`src/rtl/vec_mem_stream.sv`:
```
// Vector memory with post-reset clear sweep and burst read streaming (valid/ready).
// Define VEC_MEM_COLLISION_FWD_EN for write-first collisions; the default is read-first.
module vec_mem_stream #(
  parameter int DATA_WIDTH = 8,
  parameter int ADDR_WIDTH = 6,
  parameter int MEM_SIZE   = 64,
  parameter int LEN_WIDTH  = 7,
  parameter logic [DATA_WIDTH-1:0] CLEAR_VALUE = '0
) (
  input  logic                  clk,
  input  logic                  rst_n,
  input  logic                  write_en,
  input  logic [ADDR_WIDTH-1:0] write_address,
  input  logic [DATA_WIDTH-1:0] data_in,
  output logic                  wr_ready,
  input  logic                  burst_start,
  input  logic [ADDR_WIDTH-1:0] burst_base,
  input  logic [LEN_WIDTH-1:0]  burst_len,
  output logic                  burst_busy,
  output logic                  rd_valid,
  input  logic                  rd_ready,
  output logic [DATA_WIDTH-1:0] data_out,
  output logic                  rd_last,
  output logic                  init_done
);

  typedef enum logic [1:0] {S_CLEAR, S_IDLE, S_BURST} state_t;

  localparam int                    LP_IW   = (MEM_SIZE > 1) ? $clog2(MEM_SIZE) : 1;
  localparam logic [ADDR_WIDTH:0]   LP_SIZE = (ADDR_WIDTH+1)'(MEM_SIZE);
  localparam logic [ADDR_WIDTH-1:0] LP_LAST = ADDR_WIDTH'(MEM_SIZE - 1);

  logic [DATA_WIDTH-1:0] r_mem [MEM_SIZE];
  state_t                r_state;
  logic [ADDR_WIDTH-1:0] r_sweep;
  logic [ADDR_WIDTH-1:0] r_addr;
  logic [LEN_WIDTH-1:0]  r_remain;

  logic                  w_clear;
  logic                  w_wr_ok;
  logic                  w_mem_we;
  logic [LP_IW-1:0]      w_mem_idx;
  logic [DATA_WIDTH-1:0] w_mem_wdata;
  logic                  w_issue;
  logic                  w_accept;
  logic [DATA_WIDTH-1:0] w_rd_word;

  assign w_clear     = (r_state == S_CLEAR);
  assign w_wr_ok     = write_en && ({1'b0, write_address} < LP_SIZE) && !w_clear;
  assign w_mem_we    = w_clear || w_wr_ok;
  assign w_mem_idx   = w_clear ? r_sweep[LP_IW-1:0] : write_address[LP_IW-1:0];
  assign w_mem_wdata = w_clear ? CLEAR_VALUE : data_in;

  assign w_accept = (r_state == S_IDLE) && burst_start && (burst_len != '0) &&
                    ({1'b0, burst_base} < LP_SIZE);
  // The output register is free when empty or being drained this cycle.
  assign w_issue  = (r_state == S_BURST) && (r_remain != '0) && (!rd_valid || rd_ready);

`ifdef VEC_MEM_COLLISION_FWD_EN
  assign w_rd_word = (w_wr_ok && (write_address == r_addr)) ? data_in
                                                             : r_mem[r_addr[LP_IW-1:0]];
`else
  assign w_rd_word = r_mem[r_addr[LP_IW-1:0]];
`endif

  always_ff @(posedge clk) begin
    if (w_mem_we) r_mem[w_mem_idx] <= w_mem_wdata;
  end

  always_ff @(posedge clk or posedge rst_n) begin
    if (rst_n) begin
      r_state    <= S_CLEAR;
      r_sweep    <= '0;
      r_addr     <= '0;
      r_remain   <= '0;
      wr_ready   <= 1'b0;
      burst_busy <= 1'b0;
      rd_valid   <= 1'b0;
      data_out   <= '0;
      rd_last    <= 1'b0;
      init_done  <= 1'b0;
    end else begin
      case (r_state)
        S_CLEAR: begin
          if (r_sweep == LP_LAST) begin
            r_state   <= S_IDLE;
            init_done <= 1'b1;
            wr_ready  <= 1'b1;
          end else begin
            r_sweep <= r_sweep + ADDR_WIDTH'(1);
          end
        end
        S_IDLE: begin
          if (w_accept) begin
            r_addr     <= burst_base;
            r_remain   <= burst_len;
            burst_busy <= 1'b1;
            r_state    <= S_BURST;
          end
        end
        S_BURST: begin
          if (w_issue) begin
            data_out <= w_rd_word;
            rd_last  <= (r_remain == LEN_WIDTH'(1));
            rd_valid <= 1'b1;
            r_remain <= r_remain - LEN_WIDTH'(1);
            r_addr   <= (r_addr == LP_LAST) ? '0 : r_addr + ADDR_WIDTH'(1);
          end else if (rd_valid && rd_ready) begin
            rd_valid <= 1'b0;
            rd_last  <= 1'b0;
            if (rd_last) begin
              burst_busy <= 1'b0;
              r_state    <= S_IDLE;
            end
          end
        end
        default: r_state <= S_CLEAR;
      endcase
    end
  end

endmodule

```
`config.mk`:
```
export PLATFORM = sky130hd
export DESIGN_NAME = vec_mem_stream
export DESIGN_NICKNAME = d
export VERILOG_FILES = /design/src/rtl/vec_mem_stream.sv
export SDC_FILE = /design/constraint.sdc
export NUM_CORES = 1
export LEC_CHECK = 0
export CAP_MARGIN = 20
export CORE_MARGIN = 1.5
export CORE_UTILIZATION = 50
export CTS_BUF_LIST = sky130_fd_sc_hd__clkbuf_16
export DETAILED_ROUTE_END_ITERATION = 16
export GPL_ROUTABILITY_DRIVEN = 1
export GPL_TIMING_DRIVEN = 0
export PLACE_DENSITY = 0.76
export SYNTH_ARGS = -nofsm -noshare
export SYNTH_HDL_FRONTEND = slang
export SYNTH_SLANG_ARGS = --single-unit
```
`constraint.sdc`:
```
create_clock -name clk -period 2.6 [get_ports clk]
set_clock_uncertainty 0.05 [all_clocks]
set_input_delay 0.39 -clock clk [delete_from_list [all_inputs] [get_ports clk]]
set_output_delay 0.39 -clock clk [all_outputs]
set_load 0.01 [all_outputs]
```
==> impl_metrics.py, run 1 <==
metrics = {
    "route": {
        "drt-met1-wl_um": 20500,
        "dr.pass1.iters": 5,
        "wl_met3_um": 4930,
        "wirelength_um": 55500,
        "wire_per_inst_um": 28.5,
        "top_layer_used": "met4",
        "antenna_left": 0,
        "via_per_inst": 6.27,
        "drt-initial-drc-count": 1695,
        "drc_errors": 0,
        "routed-wl-met2_um": 27600,
        "vias": 12200,
    },
    "place": {
        "post-place-cells": 1807,
        "dp_hpwl_um": 34200,
        "pre_cts_slack_ns": -0.791,
        "place.gp.congestion": 0.959,
        "placed_area_um2": 23100,
        "io_buffers": 44,
    },
    "finish": {
        "finish.instance_area_um2": 26600,
        "final_cells": 1947,
        "nets": 1355,
        "final_cell_mix": "edfxtp_1, mux4_2, nor2_4",
        "drive_gt1_share_pct": 32.3,
        "final_common_cell": "edfxtp_1",
        "n_antenna_cell": 0,
        "area_growth_syn_to_layout_pct": 22.3,
    },
    "logic_synthesis": {
        "synth_seq_area_share_pct": 74.5,
        "synthSimpleGateAreaFrac_pct": 5.48,
        "synth_top_cell_by_area": "edfxtp_1",
        "ys_top_cells_by_area": "edfxtp_1, mux4_2, dfrtp_1",
        "synth_edf_count": 512,
        "synth_mux_area_share_pct": 14.2,
        "synth_top_flop_cell": "edfxtp_1",
        "synth_compound_area_share_pct": 3.97,
        "synth-seq-cells": 545,
        "netlist_area_um2": 21800,
        "postSynthNetCount": 1201,
        "yosysWarningCount": 0,
        "async_reset_ff_share_pct": 6.06,
        "synth.distinct_cells": 50,
        "avgSynthCellArea_um2": 18.7,
        "synthCells": 1165,
        "synthXorXnorAreaFrac_pct": 0.121,
        "synth_top_family_by_area": "multiplexers",
        "synthAdderAreaFrac_pct": 0.230,
        "synth_top_area_share_pct": 70.7,
    },
    "timing": {
        "worst_hold_slack_ns": 0.110,
        "tns_ns": -0.0698,
        "rsz0062_at_grt": "true",
        "period_share_pct": 102,
        "relSlewSlack_pct": 44.7,
        "tightest_slew_ns": 0.822,
        "fmax_mhz": 378,
        "min_period_ns": 2.65,
        "drv_slew": 0,
        "setup_viol_count_final": 2,
        "hold_violations": 0,
        "fin_ws_ns": -0.0456,
    },
    "global_routing": {
        "antenna_found_initial": 0,
        "grt.overflow.total": 0,
        "grt_usage_pct": 23.9,
        "grt_max_degree": 65,
        "grt_pass1_vias": 12100,
        "grt_pass1_wl_um": 77200,
    },
    "floorplan": {
        "fp.dieW_um": 212,
        "die_h_um": 212,
        "rows": 76,
        "pin_count": 45,
        "design.core.area_um2": 43000,
        "fp.dieArea_um2": 44800,
        "initial_core_util_pct": 50.6,
    },
    "setup_path": {
        "critical_path.cell_chain": "buf_6 > buf_6 > mux4_2 > a22oi_1 > nand2_2 > a2111oi_4 > buf_2 > nor3_1",
        "critPathMaxStageDelay_ns": 0.57,
        "worstPathRequired_ns": 3.01,
        "crit_arrival_ns": 3.06,
        "cp.depth": 8,
        "reg2reg_from": "r_addr[0]$_DFFE_PP0P_",
        "r2r_cells": 8,
        "end_kind": "flip-flop",
        "cp_num_buf_inv": 3,
        "r2r-end": "data_out[0]$_DFFE_PP0P_",
        "worst-setup-path-type": "reg2reg",
        "path_delay_family": "compound AO/OA/AOI/OAI gates",
        "cp-start-kind": "flip-flop",
        "crit_top_cell": "buf_6",
        "slowest_stage": "mux4_2",
        "critical_path.max_fanout": 10,
        "r2r_setup_slack_ns": -0.05,
    },
    "clock_network": {
        "cts-buffers-inserted": 51,
        "clk_latency_ns": 0.58,
        "h-tree-depth": 2,
        "clockBufferDepth": 3,
        "tritoncts": "built",
        "clock_sinks": 545,
        "cts_root_buf": "clkbuf_16",
        "path_clk_slew_ns": 0.06,
    },
    "power_and_ir_drop": {
        "p_sw_share_pct": 34.6,
        "power_density_nw_per_um2": 1100,
        "p_comb_share_pct": 35.5,
        "switchingPower_mw": 10.1,
        "ir_drop_uv": 560,
        "power.internal_mw": 19.1,
        "seqPwrFrac_pct": 39.4,
        "p_leak_nw": 8.62,
        "clock_power_share_pct": 25.1,
    },
    "status": {
        "violations": "negative setup slack",
        "outcome": "finished with violations",
    },
    "worst_hold_path": {
        "hold_path.class": "in2async",
    },
    "flow_run": {
        "cap_violations": 0,
    },
}
==> metrics by stage <==
stage	util [%]	total power, mW
after CTS	59.6	28.1
after global routing	61.9	30.0
after detailed placement	53.9	20.0
after global placement	53.4	19.7
after floorplan	-	17.0
final	61.9	29.2
==> power by group through the flow <==
stage	logic (mW)	registers [mW]	clock network, mW
6_report	10.4	11.5	7.32
5_1_grt	10.8	11.6	7.65
4_1_cts	9.36	11.5	7.29
3_5_place_dp	8.32	11.7	0
3_3_place_gp	7.99	11.7	0
2_1_floorplan	5.42	11.5	0
==> sequential cells by signal (all words and copies together) (netlist names) <==
name	cells
r_addr	6
r_sweep	6
r_remain	7
init_done	1
r_mem	512
burst_busy	1
rd_last	1
r_state	2
rd_valid	1
data_out	8
==> worst max-delay path by stage <==
| stage | start | to | slack (ns) |
|---|---|---|---|
| after global placement | r_state[0]$_DFFE_PP0P_ | r_mem[24][2]$_DFFE_PP_ | -1.22 |
| after floorplan | r_state[0]$_DFFE_PP0P_ | r_mem[42][0]$_DFFE_PP_ | 0.16 |
| after CTS | r_state[0]$_DFFE_PP0P_ | r_mem[5][3]$_DFFE_PP_ | -0.16 |
| final | r_addr[0]$_DFFE_PP0P_ | data_out[0]$_DFFE_PP0P_ | -0.05 |
| after global routing | r_state[1]$_DFFE_PP0P_ | r_mem[8][4]$_DFFE_PP_ | -0.05 |
| after detailed placement | r_addr[2]$_DFFE_PP0P_ | data_out[4]$_DFFE_PP0P_ | -0.79 |
==> synth_stat cells, types with 3 or more instances <==
cell and number:
a2111oi_0 8, a211oi_1 14, a21oi_1 15, a22oi_1 36, a31oi_1 3, and2_1 10
buf_2 24, buf_4 9, buf_6 4, clkbuf_1 22, dfrtp_1 33, edfxtp_1 512
ha_1 4, inv_1 5, mux2_2 32, mux2i_1 20, mux4_2 112, nand2_1 47
nand2b_1 9, nand3_1 16, nand3b_1 6, nand4_1 5, nor2_1 107, nor2b_1 17
nor3_1 22, nor3b_1 4, o21ai_0 25, o22ai_1 14
==> routing by layer <==
metal | vias up | global-route usage [%]
met5 | - | 0
met4 | 0 | 9.41
met3 | 154 | 4.14
met2 | 771 | 39.4
met1 | 6249 | 31.8
li1 | 5041 | -
==> what timing repair did <==
item / 4_1_cts / 5_1_grt
pin swaps: 13 / 50
cloned: 0 / 0
setup endpoints to repair: 590 / 584
hold buffers: 0 / 0
resized for setup: 191 / 65
buffers inserted: 10 / 37
==> kinds of logic after synthesis <==
| group | Yosys count |
|---|---|
| flops | 545 |
| simple gates | 255 |
| mux | 164 |
| compound gates | 128 |
| buf+inv | 66 |
| fa+ha+maj | 4 |
| xor+xnor | 3 |
==> cell type report <==
type	count	area (um^2)
clock buffers	51	1280
fillers	2865	16400
clock inverters	45	344
inverters	5	18.8
flip-flops and latches	545	16200
well taps	585	732
multi-input cells	554	6060
repair buffers	104	1560
plain buffers	58	420
(Power assumes the default switching activity.)
==> run 2, diff against run 1 <==
SLEW_MARGIN = 20   (was not set)
==> run 2 against run 1 <==
  * Cell count down 0.36%
  * The flow still finishes with violations (negative setup slack)
  * Critical path type unchanged
  * Highest routed layer unchanged
  * Maximum frequency is 0.69% lower
  * Global-route usage is 0.79 points higher
  * Hold slack better by 0.11 ns
==> impl_metrics.py, run 2 (synthesis gave the netlist of run 1 again) <==
metrics = {
    "route": {
        "vias": 12200,
        "wire_per_inst_um": 28.7,
        "antenna_left": 0,
        "via_per_inst": 6.31,
        "dr.pass1.iters": 6,
        "drc_errors": 0,
        "wirelength_um": 55700,
        "drt-initial-drc-count": 1696,
    },
    "timing": {
        "hold_violations": 0,
        "period_share_pct": 102,
        "rsz0062_at_grt": "true",
        "min_period_ns": 2.66,
        "relSlewSlack_pct": 46.8,
        "tightest_slew_ns": 0.797,
        "drv_slew": 0,
        "fin_ws_ns": -0.0639,
        "setup_viol_count_final": 3,
        "fmax_mhz": 375,
    },
    "setup_path": {
        "crit_path_end": "data_out[1]$_DFFE_PP0P_",
        "r2r-end": "data_out[1]$_DFFE_PP0P_",
        "critPathMaxStageDelay_ns": 0.54,
        "r2r_setup_slack_ns": -0.06,
        "crit_path_start": "r_addr[0]$_DFFE_PP0P_",
        "end_kind": "flip-flop",
        "worstPathRequired_ns": 2.98,
        "cp-start-kind": "flip-flop",
        "slowest_stage": "a2111oi_4",
        "critical_path.cell_chain": "buf_6 > buf_8 > buf_6 > or2_2 > clkbuf_1 > o22ai_1 > nor3_1 > a2111oi_4 > nor3_1",
        "worst-setup-path-type": "reg2reg",
        "r2r_cells": 9,
        "reg2reg_from": "r_addr[0]$_DFFE_PP0P_",
        "crit_arrival_ns": 3.04,
        "critical_path.max_fanout": 10,
    },
    "place": {
        "io_buffers": 44,
        "dp_hpwl_um": 33200,
        "place.gp.congestion": 0.959,
    },
    "floorplan": {
        "design.core.area_um2": 43000,
        "die_h_um": 212,
        "pin_count": 45,
        "fp.dieArea_um2": 44800,
        "initial_core_util_pct": 50.6,
        "rows": 76,
        "fp.dieW_um": 212,
    },
    "global_routing": {
        "grt_pass1_wl_um": 79500,
        "grt_pass1_vias": 12200,
        "grt_max_degree": 65,
        "grt_usage_pct": 24.6,
        "antenna_found_initial": 1,
        "grt.overflow.total": 0,
    },
    "clock_network": {
        "clockBufferDepth": 3,
        "tritoncts": "built",
        "path_clk_slew_ns": 0.06,
        "cts_hold_buf": 0,
        "clk_latency_ns": 0.58,
        "cts-buffers-inserted": 52,
        "h-tree-depth": 2,
        "cts_root_buf": "clkbuf_16",
        "clock_sinks": 545,
    },
    "power_and_ir_drop": {
        "total_power_mw": 29.1,
        "ir_drop_uv": 531,
        "power_density_nw_per_um2": 1100,
        "p_leak_nw": 8.55,
    },
    "status": {
        "outcome": "finished with violations",
        "violations": "negative setup slack",
    },
    "finish": {
        "final_core_util_pct": 61.5,
        "reg_top3": "r_mem x512, data_out x8, r_remain x7",
        "area_growth_syn_to_layout_pct": 21.5,
        "largest_register_ffs": 512,
        "final_cell_mix": "edfxtp_1, mux4_2, nor2_4",
        "drive_gt1_share_pct": 31.8,
        "top_register": "r_mem",
        "final_common_cell": "edfxtp_1",
        "nets": 1349,
    },
    "flow_run": {
        "cap_violations": 0,
    },
    "worst_hold_path": {
        "hold_path.class": "in2async",
    },
}
run 2: cell count changes in the layout (fill, tap and decap cells not counted), moves of 3 or more:
cell | previous run | this run
and2_2 | 7 | 4
and2_4 | 1 | 4
buf_12 | 52 | 44
buf_4 | 9 | 15
buf_6 | 12 | 9
clkinv_1 | 9 | 16
clkinvlp_4 | 4 | 1
inv_1 | 21 | 16
nand2_1 | 33 | 36
run 2: cell type report:
class	count	area (um^2)
Timing Repair Buffer	97	1390
Fill cell	2899	16500
Multi-Input combinational cell	554	6060
Antenna cell	1	2.50
Inverter	5	18.8
Clock buffer	53	1330
Buffer	58	424
Sequential cell	545	16200
Tap cell	585	732
Clock inverter	42	268
run 2: where the power goes:
part	total (mW)	internal [mW]	switching, mW
registers	11.5	11.0	0.506
clock network	7.18	3.98	3.19
logic	10.4	4.01	6.37
run 2: worst max-delay path, delay by kind of cell (launching register included):
family                 cells  cell delay, ns
AND/OR/NAND/NOR            3            0.56
AO/OA/AOI/OAI              2            0.76
flip-flops                 1            0.43
buffers and inverters      4            0.71
run 2: metal layers:
layer	up-vias	part of all wire (%)	global-route usage [%]
li1	5024	-	-
met1	6289	38	32.9
met2	779	49	40.6
met3	146	8.7	4.01
met4	0	4.4	10.3
met5	-	0	0
run 2: how the worst min path moves through the flow:
stage	cells after the start	endpoint	slack (ns)
after floorplan	1	r_sweep[3]$_DFFE_PP0P_	0.43
after global placement	1	init_done$_DFFE_PP0P_	0.42
after detailed placement	1	init_done$_DFFE_PP0P_	0.44
after CTS	2	r_state[0]$_DFFE_PP0P_	0.22
after global routing	2	r_addr[1]$_DFFE_PP0P_	0.29
final	2	init_done$_DFFE_PP0P_	0.22
run 2: repair_timing:
| item | in CTS | in global routing |
|---|---|---|
| resized for setup | 199 | 50 |
| setup buffers | 36 | 12 |
| setup endpoints to repair | 522 | 470 |
| pin swaps | 34 | 24 |
run 2: through the flow:
step	instances	setup WS [ns]	setup TNS [ns]	area, um^2	hold slack [ns]
after detailed placement	1799	-0.782	-225.11	23100	0.436
after global routing	1939	-0.0737	-1.78	26400	0.293
after CTS	1927	-0.0217	-0.0217	26100	0.221
after global placement	1794	-1.22	-720.30	22900	0.418
after floorplan	1165	0.157	0	21800	0.432
final	1940	-0.0639	-0.104	26400	0.219
